**config.mk**
```make
export PLATFORM = sky130hd
export DESIGN_NAME = uart_tx_top
export DESIGN_NICKNAME = d
export VERILOG_FILES = /design/src/rtl/uart_tx_top.sv
export SDC_FILE = /design/constraint.sdc
export NUM_CORES = 1
export LEC_CHECK = 0
export ABC_CLOCK_PERIOD_IN_PS = 6000
export BUFFER_PORTS_ARGS = -buffer_cell sky130_fd_sc_hd__buf_2
export CORE_MARGIN = 2
export CORE_UTILIZATION = 45
export DETAILED_ROUTE_END_ITERATION = 12
export SYNTH_ARGS = -nofsm -noshare
export SYNTH_HDL_FRONTEND = slang
export SYNTH_SLANG_ARGS = --single-unit
```
**constraint.sdc**
```tcl
create_clock -name clk -period 6 [get_ports clk]
set_clock_uncertainty 0.15 [all_clocks]
set_input_delay 1.2 -clock clk [delete_from_list [all_inputs] [get_ports clk]]
set_output_delay 1.2 -clock clk [all_outputs]
set_load 0.005 [all_outputs]
```
**src/rtl/uart_tx_top.sv**
```systemverilog
// uart_tx_top: 8-bit UART transmitter, start bit, 8 data bits LSB first,
// optional parity bit, one stop bit. Every bit is held CLKS_PER_BIT cycles.
//
// Build option: define UART_TX_PARITY_EN to compile in the PARITY state and
// parity bit (11-bit frame). Without it the frame is 10 bits and PARITY_ODD
// has no effect.
//
// Handshake: a request is accepted in any cycle where tx_start=1 and
// tx_busy=0; tx_data_in is captured in that cycle. Requests while tx_busy=1
// are dropped, never queued. tx_done pulses in the last cycle of the stop bit.
module uart_tx_top #(
    parameter int CLKS_PER_BIT = 4,
    parameter int PARITY_ODD   = 0
) (
    input  logic       clk,
    input  logic       rst,
    input  logic       tx_start,
    input  logic [7:0] tx_data_in,
    output logic       tx_out,
    output logic       tx_busy,
    output logic       tx_done
);

    // Reject out-of-range parameters at elaboration time.
    if (CLKS_PER_BIT < 1 || CLKS_PER_BIT > 65535 || PARITY_ODD < 0 || PARITY_ODD > 1) begin : g_bad_params
        $error("uart_tx_top: CLKS_PER_BIT must be 1..65535 and PARITY_ODD 0 or 1");
    end

    // Last count value of a bit period, and the one before it (used to raise
    // tx_done one cycle ahead so it lands on the final stop cycle).
    localparam logic [15:0] LAST_CNT = 16'(CLKS_PER_BIT - 1);
    localparam logic [15:0] PRE_LAST = 16'(CLKS_PER_BIT - 2);
    localparam logic        ONE_CLK  = (CLKS_PER_BIT == 1);

    typedef enum logic [2:0] {
        IDLE   = 3'd0,
        START  = 3'd1,
        DATA   = 3'd2,
        STOP   = 3'd3
`ifdef UART_TX_PARITY_EN
        ,
        PARITY = 3'd4
`endif
    } state_t;

    state_t      state;
    logic [15:0] bit_cnt;
    logic [2:0]  bit_idx;
    logic [7:0]  shift_reg;
    logic        bit_end;

    assign bit_end = (bit_cnt == LAST_CNT);

`ifdef UART_TX_PARITY_EN
    logic parity_bit;
    // Parity comes from the latched byte, so later changes on tx_data_in are harmless.
    assign parity_bit = (^shift_reg) ^ (PARITY_ODD != 0);
`endif

    // Frame sequencer; all outputs are registered here alongside the state.
    always_ff @(posedge clk) begin
        if (rst) begin
            state     <= IDLE;
            tx_out    <= 1'b1;
            tx_busy   <= 1'b0;
            tx_done   <= 1'b0;
            bit_cnt   <= '0;
            bit_idx   <= '0;
            shift_reg <= '0;
        end else begin
            tx_done <= 1'b0;
            case (state)
                IDLE: begin
                    if (tx_start) begin
                        shift_reg <= tx_data_in;
                        bit_cnt   <= '0;
                        bit_idx   <= '0;
                        tx_out    <= 1'b0;
                        tx_busy   <= 1'b1;
                        state     <= START;
                    end
                end
                START: begin
                    if (bit_end) begin
                        bit_cnt <= '0;
                        tx_out  <= shift_reg[0];
                        state   <= DATA;
                    end else begin
                        bit_cnt <= bit_cnt + 16'd1;
                    end
                end
                DATA: begin
                    if (bit_end) begin
                        bit_cnt <= '0;
                        if (bit_idx == 3'd7) begin
`ifdef UART_TX_PARITY_EN
                            tx_out <= parity_bit;
                            state  <= PARITY;
`else
                            tx_out  <= 1'b1;
                            tx_done <= ONE_CLK;
                            state   <= STOP;
`endif
                        end else begin
                            bit_idx <= bit_idx + 3'd1;
                            tx_out  <= shift_reg[bit_idx + 3'd1];
                        end
                    end else begin
                        bit_cnt <= bit_cnt + 16'd1;
                    end
                end
`ifdef UART_TX_PARITY_EN
                PARITY: begin
                    if (bit_end) begin
                        bit_cnt <= '0;
                        tx_out  <= 1'b1;
                        tx_done <= ONE_CLK;
                        state   <= STOP;
                    end else begin
                        bit_cnt <= bit_cnt + 16'd1;
                    end
                end
`endif
                STOP: begin
                    if (bit_end) begin
                        bit_cnt <= '0;
                        bit_idx <= '0;
                        tx_out  <= 1'b1;
                        tx_busy <= 1'b0;
                        state   <= IDLE;
                    end else begin
                        bit_cnt <= bit_cnt + 16'd1;
                        tx_done <= (bit_cnt == PRE_LAST);
                    end
                end
                default: begin
                    tx_out  <= 1'b1;
                    tx_busy <= 1'b0;
                    state   <= IDLE;
                end
            endcase
        end
    end

endmodule

```
==> results.toml <==
[critical_path]
path_cells = "ha_1, or3b_2, nor4_1, nor2_1, a41oi_1, a311oi_1"
reg2regPathDepth = 6
cp.buffers_inverters = 0
critical_path.top_delay_family = "simple AND/OR/NAND/NOR gates"
r2r_slack_ns = 3.21
cp_slowest_stage_delay_ns = 0.52
worstSetupPathType = "flop to flop"
cp_slowest_cell = "nor4_1"
crit_fanout = 12
end_kind = "flop"
path_depth = 6
required_ns = 5.98
cp-start-kind = "flop"
arrival_ns = 2.77

[logic_synthesis]
synth-simple-area-share = 0.2643
synth_top_family_by_area = "simple AND/OR/NAND/NOR gates"
synth_ff_type = "dfxtp_1"
synth_warnings = 0
synthArstFlopShare = 0
syn-cell-area_um2 = 1709
synth_area_leader_cell = "dfxtp_1"
synthTopCellsByArea = "dfxtp_1 37%, ha_1 6.6%, a21oi_1 5.9%"
synth_edf_count = 0
synth_mux_area_frac = 0.03880
synth_nets = 220
syn_inst = 200
ys_seq_area_frac = 0.3748
synthAdderAreaFrac = 0.06589
synth_compound_area_frac = 0.1962
synth_seq_cells = 32
syn_area_per_cell_um2 = 8.546
synth_xor_area_frac = 0.01537
synth_top_area_share = 0.3748
ys_types = 47

[routing]
drc = 0
drtAntennaViolNets = 0
via_per_inst = 6.047
dr_total_vias = 1560
dr.pass1.iters = 5
wl_per_cell_um = 14.88
wirelength_um = 3838
drt_iter0_markers = 92

[final_layout]
layout.nets = 229
stdcell_count = 258
area_growth_pct = 9.224
drive_gt1_frac = 0.1381
largest_reg_flops = 16
antennaDiodeCount = 0

[placed_design]
preCtsSetupSlack_ns = 3.045
io_buffers = 13
dp_hpwl_um = 2683
dpl.cell_count = 250
gp_congestion = 0.8232

[clocking]
cts-hold-fix-buffers = 0
insertion_delay_ns = 0.28
cts_htree_levels = 2
post_cts_resized = 0
cts_made_buffers = 5
root_buffer = "clkbuf_8"
clkTransAtPathRegs_ns = 0.06
clock-sinks = 32
cts_buffer_depth = 2
cts_tree = "yes"
cts_setup_buffers = 0

[power]
total_leakage_power_nw = 0.6771
combPwrFrac = 0.381
netSwitchingFraction = 0.3875
seq_power_share = 0.375
powerDensity_nw_per_um2 = 373.9
clkPwrFrac = 0.244
power_switching_mw = 0.2705
p_int_mw = 0.4275
irDropWorstVdd_mv = 0.1769

[run]
maxCapViolCount = 0

[sta]
postLayoutSetupSlackWorst_ns = 3.211
worstMarginPinSlew_ns = 0.7364
tns_ns = 0
finalHoldViolations = 0
holdWs_ns = 0.3046
period_share = 0.4649
period_needed_ns = 2.789
rsz0062_at_grt = "false"
slew_violations = 0
max_freq_mhz = 358.5
slew_headroom = 0.5073
setup_viol = 0

[floorplanning]
start_util = 0.4668
io_pins = 14
rows = 22
dieHeight_um = 65.63
core_um2 = 3661
die_area_um2 = 4307
die_x_um = 65.63

[min_path]
holdCritPathClass = "flop to flop"
whs_path_depth = 2

[run_status]
outcome = "finished, final reports clean"

[grt]
grt_use_total = 0.2057
grt_max_degree = 29
grt_pass1_vias = 1506
grt_antenna_before_repair = 0
grt_overflow_total = 0
grt_pass1_wl_um = 6734
-- worst reg2reg max path: stages (launching register included) --
cell	delay [ns]
dfxtp_1	0.41
ha_1	0.32
or3b_2	0.49
nor4_1	0.52
nor2_1	0.36
a41oi_1	0.31
a311oi_1	0.08
-- final cells by class --
type,instances,area (um^2)
Timing Repair Buffer,13,65.06
Clock buffer,8,90.09
Multi-Input combinational cell,152,992.2
Fill cell,374,1794
Inverter,5,18.77
Sequential cell,32,640.6
Tap cell,48,60.06
-- power by group through the flow --
stage	clock (mW)	sequential [mW]	combinational [mW]
4_1_cts	0.176	0.262	0.265
2_1_floorplan	0	0.260	0.211
5_1_grt	0.189	0.265	0.295
3_5_place_dp	0	0.265	0.262
3_3_place_gp	0	0.263	0.256
6_report	0.171	0.262	0.266
-- logic make-up after synthesis --
kind of cell | Yosys count
fa+ha+maj | 9
flops | 32
xor+xnor | 3
buf+inv | 16
mux | 4
simple gates | 87
compound gates | 49
-- per-layer routing --
layer,up-vias,GRT usage,part of all wire
met5,-,0,0
met4,0,0.08333,0.017
met1,751,0.2481,0.45
met2,39,0.3434,0.49
met3,8,0.05651,0.042
li1,762,-,-
-- synth_stat cells, drive strengths merged (2+ instances only) --
master	count
and3	2
nor3	4
nor2b	3
dfxtp	32
clkbuf	8
a311oi	5
a21oi	20
nand2	23
nor3b	2
a41oi	2
nor2	14
or4	4
ha	9
mux4	2
inv	5
a221oi	2
xnor2	3
a211oi	2
and4	2
or3	5
o21ai	8
buf	3
a31oi	3
nand3	20
-- per-stage QoR --
step	power [mW]	instance area [um^2]	utilization
detailed placement	0.5272	1777	0.4853
global route	0.7490	1867	0.5099
global placement	0.5189	1777	0.4853
finish	0.6979	1867	0.5099
CTS	0.7023	1867	0.5099
floorplan	0.4710	1709	-
-- path summary, 6_finish.rpt --
check / start / to
hold / removal: shift_reg[7]$_SDFFE_PP0P_ / shift_reg[7]$_SDFFE_PP0P_
hold reg to reg: shift_reg[7]$_SDFFE_PP0P_ / shift_reg[7]$_SDFFE_PP0P_
setup reg to reg: bit_cnt[1]$_SDFFE_PP0P_ / bit_cnt[3]$_SDFFE_PP0P_
setup / recovery: bit_cnt[1]$_SDFFE_PP0P_ / bit_cnt[3]$_SDFFE_PP0P_
-- cells in the final DEF, fill, tap and decap left out, types with 5 or more instances in the layout --
master,count
a311oi_1,5
dfxtp_1,32
o21ai_0,5
nor2_1,14
clkbuf_8,6
or3_1,5
buf_2,13
ha_1,9
inv_1,5
nand2_1,23
nand3_1,20
a21oi_1,20
Power figures use the tool's default switching activity.
